===== src/rtl/fpga_clkdiv_bank_if.sv =====
// Configuration and status bundle for fpga_clkdiv_bank.
// The master drives the divider configuration and enables; the slave returns the divided clocks and status.
interface fpga_clkdiv_bank_if #(
    parameter int unsigned NUM_CH = 2,
    parameter int unsigned CNT_W  = 26
);
    logic              cfg_we_i;
    logic [2:0]        cfg_ch_i;
    logic [CNT_W-1:0]  cfg_div_i;
    logic [NUM_CH-1:0] ch_en_i;
    logic [NUM_CH-1:0] div_clk_o;
    logic [NUM_CH-1:0] tick_o;
    logic [NUM_CH-1:0] busy_o;
    logic              hb_o;

    modport master (
        output cfg_we_i, cfg_ch_i, cfg_div_i, ch_en_i,
        input  div_clk_o, tick_o, busy_o, hb_o
    );

    modport slave (
        input  cfg_we_i, cfg_ch_i, cfg_div_i, ch_en_i,
        output div_clk_o, tick_o, busy_o, hb_o
    );
endinterface


===== src/rtl/fpga_clkdiv_bank.sv =====
// Bank of independent 50%-duty clock dividers with glitch-free reload and stop.
// An optional LED heartbeat is built when CLKDIV_HB_EN is defined; otherwise hb_o is tied low.
module fpga_clkdiv_bank #(
    parameter int unsigned NUM_CH      = 2,
    parameter int unsigned CNT_W       = 26,
    parameter int unsigned DEFAULT_DIV = 4,
    parameter int unsigned HB_HALF     = 25000000
) (
    input logic                clk,
    input logic                rst_n,
    fpga_clkdiv_bank_if.slave  io_bus
);

    if (NUM_CH < 1 || NUM_CH > 8 || HB_HALF < 1) begin : g_bad_param
        $error("fpga_clkdiv_bank: NUM_CH must be 1..8 and HB_HALF at least 1");
    end

    logic [NUM_CH-1:0] w_div_clk;
    logic [NUM_CH-1:0] w_tick;
    logic [NUM_CH-1:0] w_busy;

    for (genvar gi = 0; gi < NUM_CH; gi++) begin : g_ch
        logic [CNT_W-1:0] r_cnt, r_div_q, r_div_p;
        logic [CNT_W-1:0] w_cnt_nx, w_div_q_nx, w_div_p_nx;
        logic             r_pend, r_clk, r_tick;
        logic             w_pend_nx, w_clk_nx, w_tick_nx;
        logic             w_active, w_tc, w_wr;

        // A channel keeps running while enabled or while it drains its high half-period.
        assign w_active = io_bus.ch_en_i[gi] | r_clk;
        assign w_tc     = w_active && (r_cnt == r_div_q);
        assign w_wr     = io_bus.cfg_we_i && (io_bus.cfg_ch_i == 3'(gi));

        always_comb begin
            w_cnt_nx   = r_cnt;
            w_div_q_nx = r_div_q;
            w_div_p_nx = r_div_p;
            w_pend_nx  = r_pend;
            w_clk_nx   = r_clk;
            w_tick_nx  = 1'b0;

            if (w_active) begin
                if (w_tc) begin
                    w_cnt_nx  = '0;
                    w_clk_nx  = ~r_clk;
                    w_tick_nx = 1'b1;
                    if (r_pend) begin
                        w_div_q_nx = r_div_p;
                        w_pend_nx  = 1'b0;
                    end
                end else begin
                    w_cnt_nx = r_cnt + CNT_W'(1);
                end
            end else begin
                w_cnt_nx = '0;
                if (r_pend) begin
                    w_div_q_nx = r_div_p;
                    w_pend_nx  = 1'b0;
                end
            end

            // A write landing on the reload edge stays pending for the next boundary.
            if (w_wr) begin
                w_div_p_nx = io_bus.cfg_div_i;
                w_pend_nx  = 1'b1;
            end
        end

        always_ff @(posedge clk or negedge rst_n) begin
            if (!rst_n) begin
                r_cnt   <= '0;
                r_div_q <= CNT_W'(DEFAULT_DIV);
                r_div_p <= '0;
                r_pend  <= 1'b0;
                r_clk   <= 1'b0;
                r_tick  <= 1'b0;
            end else begin
                r_cnt   <= w_cnt_nx;
                r_div_q <= w_div_q_nx;
                r_div_p <= w_div_p_nx;
                r_pend  <= w_pend_nx;
                r_clk   <= w_clk_nx;
                r_tick  <= w_tick_nx;
            end
        end

        assign w_div_clk[gi] = r_clk;
        assign w_tick[gi]    = r_tick;
        assign w_busy[gi]    = r_pend | (~io_bus.ch_en_i[gi] & r_clk);
    end

    assign io_bus.div_clk_o = w_div_clk;
    assign io_bus.tick_o    = w_tick;
    assign io_bus.busy_o    = w_busy;

`ifdef CLKDIV_HB_EN
    localparam int unsigned HB_W = $clog2(2 * HB_HALF);

    logic [HB_W-1:0] r_hb_cnt;
    logic            r_hb;

    // Free-running heartbeat: high for the first half of each 2*HB_HALF window.
    always_ff @(posedge clk or negedge rst_n) begin
        if (!rst_n) begin
            r_hb_cnt <= '0;
            r_hb     <= 1'b0;
        end else begin
            r_hb     <= (r_hb_cnt < HB_W'(HB_HALF));
            r_hb_cnt <= (r_hb_cnt == HB_W'(2 * HB_HALF - 1)) ? '0 : r_hb_cnt + HB_W'(1);
        end
    end

    assign io_bus.hb_o = r_hb;
`else
    assign io_bus.hb_o = 1'b0;
`endif

endmodule


===== src/flat_wrapper.sv =====
// flat-port wrapper written by rule: the top's interface ports become plain ports
module fpga_clkdiv_bank_flat 
#(
    parameter int unsigned NUM_CH      = 2,
    parameter int unsigned CNT_W       = 26,
    parameter int unsigned DEFAULT_DIV = 4,
    parameter int unsigned HB_HALF     = 25000000
)
  (clk, rst_n, io_bus_cfg_we_i, io_bus_cfg_ch_i, io_bus_cfg_div_i, io_bus_ch_en_i, io_bus_div_clk_o, io_bus_tick_o, io_bus_busy_o, io_bus_hb_o);
  fpga_clkdiv_bank_if #(.NUM_CH(NUM_CH), .CNT_W(CNT_W)) io_bus_i ();
  input logic clk;
  input logic rst_n;
  input wire logic [$bits(io_bus_i.cfg_we_i)-1:0] io_bus_cfg_we_i;
  input wire logic [$bits(io_bus_i.cfg_ch_i)-1:0] io_bus_cfg_ch_i;
  input wire logic [$bits(io_bus_i.cfg_div_i)-1:0] io_bus_cfg_div_i;
  input wire logic [$bits(io_bus_i.ch_en_i)-1:0] io_bus_ch_en_i;
  output wire logic [$bits(io_bus_i.div_clk_o)-1:0] io_bus_div_clk_o;
  output wire logic [$bits(io_bus_i.tick_o)-1:0] io_bus_tick_o;
  output wire logic [$bits(io_bus_i.busy_o)-1:0] io_bus_busy_o;
  output wire logic [$bits(io_bus_i.hb_o)-1:0] io_bus_hb_o;
  assign io_bus_i.cfg_we_i = io_bus_cfg_we_i;
  assign io_bus_i.cfg_ch_i = io_bus_cfg_ch_i;
  assign io_bus_i.cfg_div_i = io_bus_cfg_div_i;
  assign io_bus_i.ch_en_i = io_bus_ch_en_i;
  assign io_bus_div_clk_o = io_bus_i.div_clk_o;
  assign io_bus_tick_o = io_bus_i.tick_o;
  assign io_bus_busy_o = io_bus_i.busy_o;
  assign io_bus_hb_o = io_bus_i.hb_o;
  fpga_clkdiv_bank #(.NUM_CH(NUM_CH), .CNT_W(CNT_W), .DEFAULT_DIV(DEFAULT_DIV), .HB_HALF(HB_HALF)) u_core (.clk(clk), .rst_n(rst_n), .io_bus(io_bus_i));
endmodule

===== config.mk =====
export PLATFORM = sky130hd
export DESIGN_NAME = fpga_clkdiv_bank_flat
export DESIGN_NICKNAME = d
export VERILOG_FILES = /design/src/rtl/fpga_clkdiv_bank_if.sv /design/src/rtl/fpga_clkdiv_bank.sv /design/src/flat_wrapper.sv
export SDC_FILE = /design/constraint.sdc
export NUM_CORES = 1
export LEC_CHECK = 0
export BUFFER_PORTS_ARGS = -buffer_cell sky130_fd_sc_hd__buf_2
export CORE_ASPECT_RATIO = 0.5
export CORE_MARGIN = 3
export CORE_UTILIZATION = 50
export DETAILED_ROUTE_END_ITERATION = 8
export PLACE_DENSITY = 0.67
export SYNTH_ARGS = -nofsm -noshare
export SYNTH_HDL_FRONTEND = slang
export SYNTH_SLANG_ARGS = --single-unit
export TNS_END_PERCENT = 5

===== constraint.sdc =====
create_clock -name clk -period 3 [get_ports clk]
set_clock_uncertainty 0.15 [all_clocks]
set_input_delay 0.45 -clock clk [delete_from_list [all_inputs] [get_ports clk]]
set_output_delay 0.45 -clock clk [all_outputs]
set_load 0.005 [all_outputs]

==> results of run 1 <==
power by group through the flow:
stage                     sequential (W)  clock, W  combinational, W
after floorplan                  0.00309         0           0.00126
after global placement           0.00327         0           0.00145
after detailed placement         0.00329         0           0.00148
after CTS                        0.00325   0.00207           0.00150
after global routing             0.00333   0.00218           0.00163
final                            0.00325   0.00203           0.00147
cells in the final DEF, fill, tap and decap left out, drive strengths merged:
master / instances
bufinv: 1
nand4b: 1
and4bb: 1
xor2: 39
and4: 4
and2: 3
clkinv: 4
nor3: 5
or2: 3
ha: 2
a41oi: 2
inv: 4
conb: 1
dlygate4sd3: 1
nand2: 16
nor4: 8
nand4: 23
a31o: 4
buf: 46
mux2: 106
or3: 1
nor4bb: 1
nor4b: 1
a21o: 2
nor2b: 1
clkbuf: 27
and3: 8
dfrtp: 160
nand3: 27
nor2: 65
dfstp: 2
xnor2: 61
per-stage QoR:
step                total power (W)  hold slack, ps  area, um^2  util [%]  worst slack (ps)
global route               0.007138           123.5        8347     59.62             382.1
detailed placement         0.004768           188.0        7790     55.64             572.7
floorplan                  0.004353           4.409        7397         -             876.2
CTS                        0.006824           128.3        8347     59.62             530.2
global placement           0.004720           187.1        7790     55.64             586.0
finish                     0.006749           143.4        8347     59.62             542.6
final timing paths:
check                                                    endpoint  slack (ps)
max                         u_core.g_ch[1].r_div_q[6]$_DFFE_PN0P_         540
min                         u_core.g_ch[0].r_div_p[6]$_DFFE_PN0P_         140
max reg2reg                 u_core.g_ch[1].r_div_q[6]$_DFFE_PN0P_         540
min reg2reg                u_core.g_ch[0].r_div_q[21]$_DFFE_PN0P_         360
max in group asynchronous       u_core.g_ch[0].r_cnt[5]$_DFF_PN0_        1660
min in group asynchronous      u_core.g_ch[1].r_cnt[25]$_DFF_PN0_         310
final cells by class:
cell class	count	area, um^2	share of cell area [%]
Sequential cell	162	4056	48.60
Multi-Input combinational cell	385	3199	38.33
Clock buffer	27	493.0	5.906
Timing Repair Buffer	47	289.0	3.463
Tap cell	192	240.2	2.878
Clock inverter	5	53.80	0.6446
Inverter	4	15.01	0.1799
cell families after synthesis:
logic type | Yosys count | synth area share [%]
XOR/XNOR | 100 | 11.84
multiplexers | 106 | 17.25
AO/OA/AOI/OAI | 8 | 1.421
adder cells (fa/ha/maj) | 2 | 0.3382
AND/OR/NAND/NOR | 168 | 12.03
flip-flops | 162 | 54.84
buffers and inverters | 27 | 2.232
other | 1 | 0.05070
repair_timing:
action / 4_1_cts / 5_1_grt
setup buffers: 0 / 0
endpoints found under the hold margin: 25 / 0
hold buffers: 1 / 0
endpoints found under the setup margin: 0 / 0
registers in the layout, indices dropped and copies added, names as in the netlist:
register,count
u_core.g_ch.r_clk,2
u_core.g_ch.r_cnt,52
u_core.g_ch.r_div_p,52
u_core.g_ch.r_div_q,52
u_core.g_ch.r_pend,2
u_core.g_ch.r_tick,2
routing by layer:
layer  GRT usage (%)  vias up  part of all wire [%]
met5               0        -                     0
met4           4.569        0                  0.79
met3           4.053        9                   2.1
met2           25.86       42                    44
met1           28.57     2166                    53
li1                -     2068                     -
worst max-delay path, stage by stage (launching register included):
cell and delay [ps]:
dfrtp_1 430, xnor2_1 200, nand4_1 170, nor4_4 410, a41oi_4 510, mux2_4 460
==> impl_metrics.json, run 1 <==
{
  "status": "complete, no violations",
  "diodes": 0,
  "viasPerCell": 5.213,
  "routedWlPerCell_um": 16.86,
  "design.core.area_mm2": 0.01400,
  "clock-sinks": 162,
  "synth_seq_area_share_pct": 54.84,
  "die-height_um": 92.01,
  "hold_viol_final": 0,
  "grt_remaining_overflow": 0,
  "reg2reg_from": "u_core.g_ch[1].r_cnt[19]$_DFF_PN0_",
  "io_pins": 41,
  "startpoint": "u_core.g_ch[1].r_cnt[19]$_DFF_PN0_",
  "gp_congestion": 0.8221,
  "instances_no_fill": 822,
  "critPathLaunchType": "register",
  "yosysWarnings": 0,
  "seq_power_share_pct": 48.2,
  "routed_wl_um": 13860,
  "path_max_fanout": 26,
  "drc": 0,
  "port_buffers": 39,
  "initial_core_util_pct": 52.83,
  "powerDensity_mw_per_mm2": 808.6,
  "avgSynthCellArea_um2": 12.89,
  "setup_viol": 0,
  "syn-num-nets": 610,
  "reg2reg_depth": 5,
  "power_frac_comb_pct": 21.8,
  "yosysMostFrequentCell": "dfrtp_1",
  "internal_power_w": 0.004858,
  "p_clk_share_pct": 30.1,
  "post-route-period-util_pct": 81.91,
  "cts_tree": "done",
  "syn2layout_area_growth_pct": 12.84,
  "cts_resized": 0,
  "tns_ps": 0,
  "drive_gt1_share_pct": 31.27,
  "dp_hpwl_um": 9813,
  "worst_pin_slew_ps": 984.1,
  "path_class": "reg -> reg",
  "maxClockFrequency_mhz": 406.9,
  "root_buffer": "clkbuf_16",
  "cts_made_buffers": 17,
  "finalMaxSlewViolations": 0,
  "ant_nets": 0,
  "synth_top_area_share_pct": 54.13,
  "dpl.cell_count": 789,
  "critPathRequiredTime_ps": 3140,
  "rsz0062_at_grt": "false",
  "cts_buffer_depth": 2,
  "drt_iter0_drc": 247,
  "dieArea_mm2": 0.01638,
  "cap_violations": 0,
  "row_count": 30,
  "grt_pass1_vias": 4260,
  "grt_usage_pct": 18.35,
  "hold_class": "in -> reg",
  "synthArstFlopShare_pct": 100.0,
  "cts.clk_slew.worst_paths_ps": 60,
  "synthCells": 574,
  "relSlewSlack_pct": 34.18,
  "critPathCaptureType": "register",
  "period_minus_slack_ps": 2457,
  "vdd_drop_max_mv": 0.5416,
  "synth_area_leaders": "dfrtp_1, mux2_2, xnor2_1",
  "hold_depth": 2,
  "p_switching_w": 0.001892,
  "synth_edf_count": 0,
  "vias": 4285,
  "cp_data_arrival_time_ps": 2590,
  "synth_area_leader_cell": "dfrtp_1",
  "ys.flop_type": "dfrtp_1",
  "ys_top_cells_by_count": "dfrtp_1, mux2_2, nor2_1, xnor2_1, xor2_1",
  "grt_pass1_wl_um": 23260,
  "final_nets": 653,
  "min-delay-start": "io_bus_cfg_div_i[6]",
  "leakage_nw": 3.697,
  "die_w_um": 178.0,
  "ys_seq_elements": 162,
  "final.fill_count": 1117,
  "insertion_delay_ps": 420,
  "swShare_pct": 28.03,
  "ys_types": 37,
  "antenna_found_initial": 0,
  "h-tree-depth": 4,
  "grt_max_degree": 83,
  "dr.pass1.iters": 5,
  "syn_area_mm2": 0.007397
}
(Power assumes the default switching activity.)
==> run 2, diff against run 1 <==
ABC_AREA = 1   (was not set)
clock period = 2.6 ns   (was 3 ns; I/O delays follow)
==> run 2 against run 1 <==
Net effect:
- sequential power up 12%
- highest routed layer unchanged
- count of clock-buffer cells in the layout decreased by 7
- wire length rose by 31%
- cell count is 54% higher
- synthesized area rose by 7.7%
- sequential share of layout area fell by 3.0 points
- non-clock buffer count increased by 5
- worst setup slack lost 78 ps
- flip-flop and latch count unchanged
- design area up 6.7%
==> impl_metrics.json, run 2 <==
{
  "cts_made_buffers": 17,
  "tns_ps": 0,
  "synth_area_leaders": "dfrtp_1, nand2_1, nor2_1",
  "syn_area_mm2": 0.007969,
  "viasPerCell": 5.080,
  "ys_seq_elements": 162,
  "largest_registers": "u_core.g_ch.r_cnt x52, u_core.g_ch.r_div_p x52, u_core.g_ch.r_div_q x52",
  "antenna_found_initial": 0,
  "status": "complete, no violations",
  "post-route-period-util_pct": 82.15,
  "ant_nets": 0,
  "hold_class": "in -> reg",
  "ys_top_cells_by_count": "nand2_1, dfrtp_1, nor2_1, inv_1, nand3_1",
  "grt_max_degree": 56,
  "ys.flop_type": "dfrtp_1",
  "gp_congestion": 0.8709,
  "p_clk_share_pct": 32.6,
  "cts_tree": "done",
  "synthArstFlopShare_pct": 100.0,
  "port_buffers": 39,
  "cts_setup_buffers": 0,
  "rsz0062_at_grt": "false",
  "grt_usage_pct": 22.02,
  "syn2layout_area_growth_pct": 11.74,
  "maxClockFrequency_mhz": 468.2,
  "clock-sinks": 162,
  "row_count": 31,
  "relSlewSlack_pct": 63.41,
  "cp_data_arrival_time_ps": 2350,
  "grt_remaining_overflow": 0,
  "insertion_delay_ps": 430,
  "cts_buffer_depth": 2,
  "regArea_mm2": 0.004056,
  "root_buffer": "clkbuf_16",
  "critPathRequiredTime_ps": 2820,
  "setup_viol": 0,
  "yosysWarnings": 0,
  "cts_resized": 0,
  "powerDensity_mw_per_mm2": 887.3,
  "worst_pin_slew_ps": 548.9,
  "hold_viol_final": 0,
  "multi_input_area_mm2": 0.003196,
  "synth_top_area_share_pct": 50.24,
  "yosysMostFrequentCell": "nand2_1",
  "routedWlPerCell_um": 14.27,
  "p_switching_w": 0.002665,
  "finalMaxSlewViolations": 0,
  "final_nets": 1093,
  "avgSynthCellArea_um2": 7.797,
  "period_minus_slack_ps": 2136,
  "vias": 6441,
  "routed_wl_um": 18090,
  "final.fill_count": 1362,
  "h-tree-depth": 4,
  "synthCells": 1022,
  "critPathCaptureType": "register",
  "io_pins": 41,
  "path_class": "reg -> reg",
  "die_w_um": 184.5,
  "die-height_um": 95.27,
  "diodes": 0,
  "drt_iter0_drc": 489,
  "dp_hpwl_um": 12630,
  "syn-num-nets": 1058,
  "critPathLaunchType": "register",
  "dr.pass1.iters": 5,
  "design.core.area_mm2": 0.01501,
  "synth_edf_count": 0,
  "drc": 0,
  "final_util_pct": 59.32,
  "drive_gt1_share_pct": 9.346,
  "synth_area_leader_cell": "dfrtp_1",
  "final_common_cell": "nand2_1",
  "vdd_drop_max_mv": 0.5999,
  "power_frac_comb_pct": 21.5,
  "final_cell_mix": "nand2_1, dfrtp_1, nor2_1",
  "initial_core_util_pct": 53.09,
  "swShare_pct": 33.73,
  "cts.clk_slew.worst_paths_ps": 70,
  "dieArea_mm2": 0.01758,
  "seq_power_share_pct": 45.9,
  "ys_types": 32,
  "grt_pass1_vias": 6121,
  "path_max_fanout": 22,
  "synth_seq_area_share_pct": 50.90,
  "grt_pass1_wl_um": 30530,
  "internal_power_w": 0.005236,
  "leakage_nw": 4.665,
  "cap_violations": 0
}
[run 2: changes by cell type after synthesis, sizes merged, moves of 6 or more]
| cell | previous run | this run |
|---|---|---|
| nand2 | 16 | 333 |
| inv | 4 | 127 |
| mux2 | 106 | 0 |
| nor2 | 65 | 130 |
| o21ai | 0 | 59 |
| xnor2 | 61 | 10 |
| nand3 | 27 | 76 |
| nor3 | 5 | 20 |
| and3 | 8 | 0 |
| clkbuf | 7 | 14 |
| nor4 | 8 | 1 |
| buf | 16 | 22 |
[run 2: path summary, 6_finish.rpt]
kind	endpoint	slack, ps	depth (start not counted)	start
worst max-delay path	u_core.g_ch[0].r_div_q[23]$_DFFE_PN0P_	460	11	u_core.g_ch[0].r_div_q[2]$_DFFE_PN1P_
worst min-delay path	u_core.g_ch[0].r_div_p[10]$_DFFE_PN0P_	80	3	io_bus_cfg_div_i[10]
worst max register to register	u_core.g_ch[0].r_div_q[23]$_DFFE_PN0P_	460	11	u_core.g_ch[0].r_div_q[2]$_DFFE_PN1P_
worst min register to register	u_core.g_ch[1].r_div_q[2]$_DFFE_PN1P_	330	2	u_core.g_ch[1].r_div_q[2]$_DFFE_PN1P_
max in group asynchronous	u_core.g_ch[1].r_div_q[2]$_DFFE_PN1P_	1230	3	rst_n
min in group asynchronous	u_core.g_ch[0].r_cnt[4]$_DFF_PN0_	340	2	rst_n
[run 2: cell type report]
type	count	area share, %
Tap cell	198	2.782
Clock buffer	20	5.129
Inverter	127	5.353
Sequential cell	162	45.55
Clock inverter	12	1.630
Timing Repair Buffer	52	3.667
Multi-Input combinational cell	697	35.89
[run 2: worst max-delay path, cell delays in order (launching register included)]
cell	delay (ps)
dfstp_2	550
inv_1	40
nand2_1	50
nand2_1	50
nor2_1	120
nand3_1	110
nor2_2	140
nand3_4	170
nand2_4	200
buf_4	270
nand3_1	130
nand2_1	90
[run 2: repair_timing]
action / in CTS / in global routing
setup endpoints to repair: 0 / 0
hold endpoints to repair: 51 / 0
hold buffers: 1 / 0
[run 2: power groups by stage]
stage	Sequential (W)	Clock (W)	Combinational, W
floorplan	0.00346	0	0.00140
global placement	0.00363	0	0.00165
detailed placement	0.00364	0	0.00171
CTS	0.00361	0.00261	0.00172
global route	0.00370	0.00273	0.00202
finish	0.00363	0.00257	0.00170
[run 2: kinds of logic after synthesis]
family | synth area share (%)
buf+inv | 8.997
simple gates | 30.44
other cells | 0.04706
compound gates | 4.239
fa+ha+maj | 0.3140
xor+xnor | 5.056
flops | 50.90
[run 2: metrics by stage]
stage	setup WS (ps)	cells	instance area [um^2]	hold slack [ps]	total power [W]
after floorplan	863.4	1022	7969	-55.59	0.004861
after global placement	492.3	1235	8293	243.0	0.005284
after detailed placement	470.1	1235	8293	241.5	0.005346
after CTS	455.3	1268	8905	72.41	0.007945
after global routing	256.6	1268	8905	91.64	0.008443
final	464.2	1268	8905	78.09	0.007901
[run 2: metal layers]
| layer | up-vias | part of all wire (%) | global-route usage, % |
|---|---|---|---|
| li1 | 3219 | - | - |
| met1 | 3054 | 51 | 32.58 |
| met5 | - | 0 | 0 |
| met4 | 0 | 1.4 | 6.097 |
| met2 | 141 | 44 | 33.18 |
| met3 | 27 | 4.1 | 4.345 |
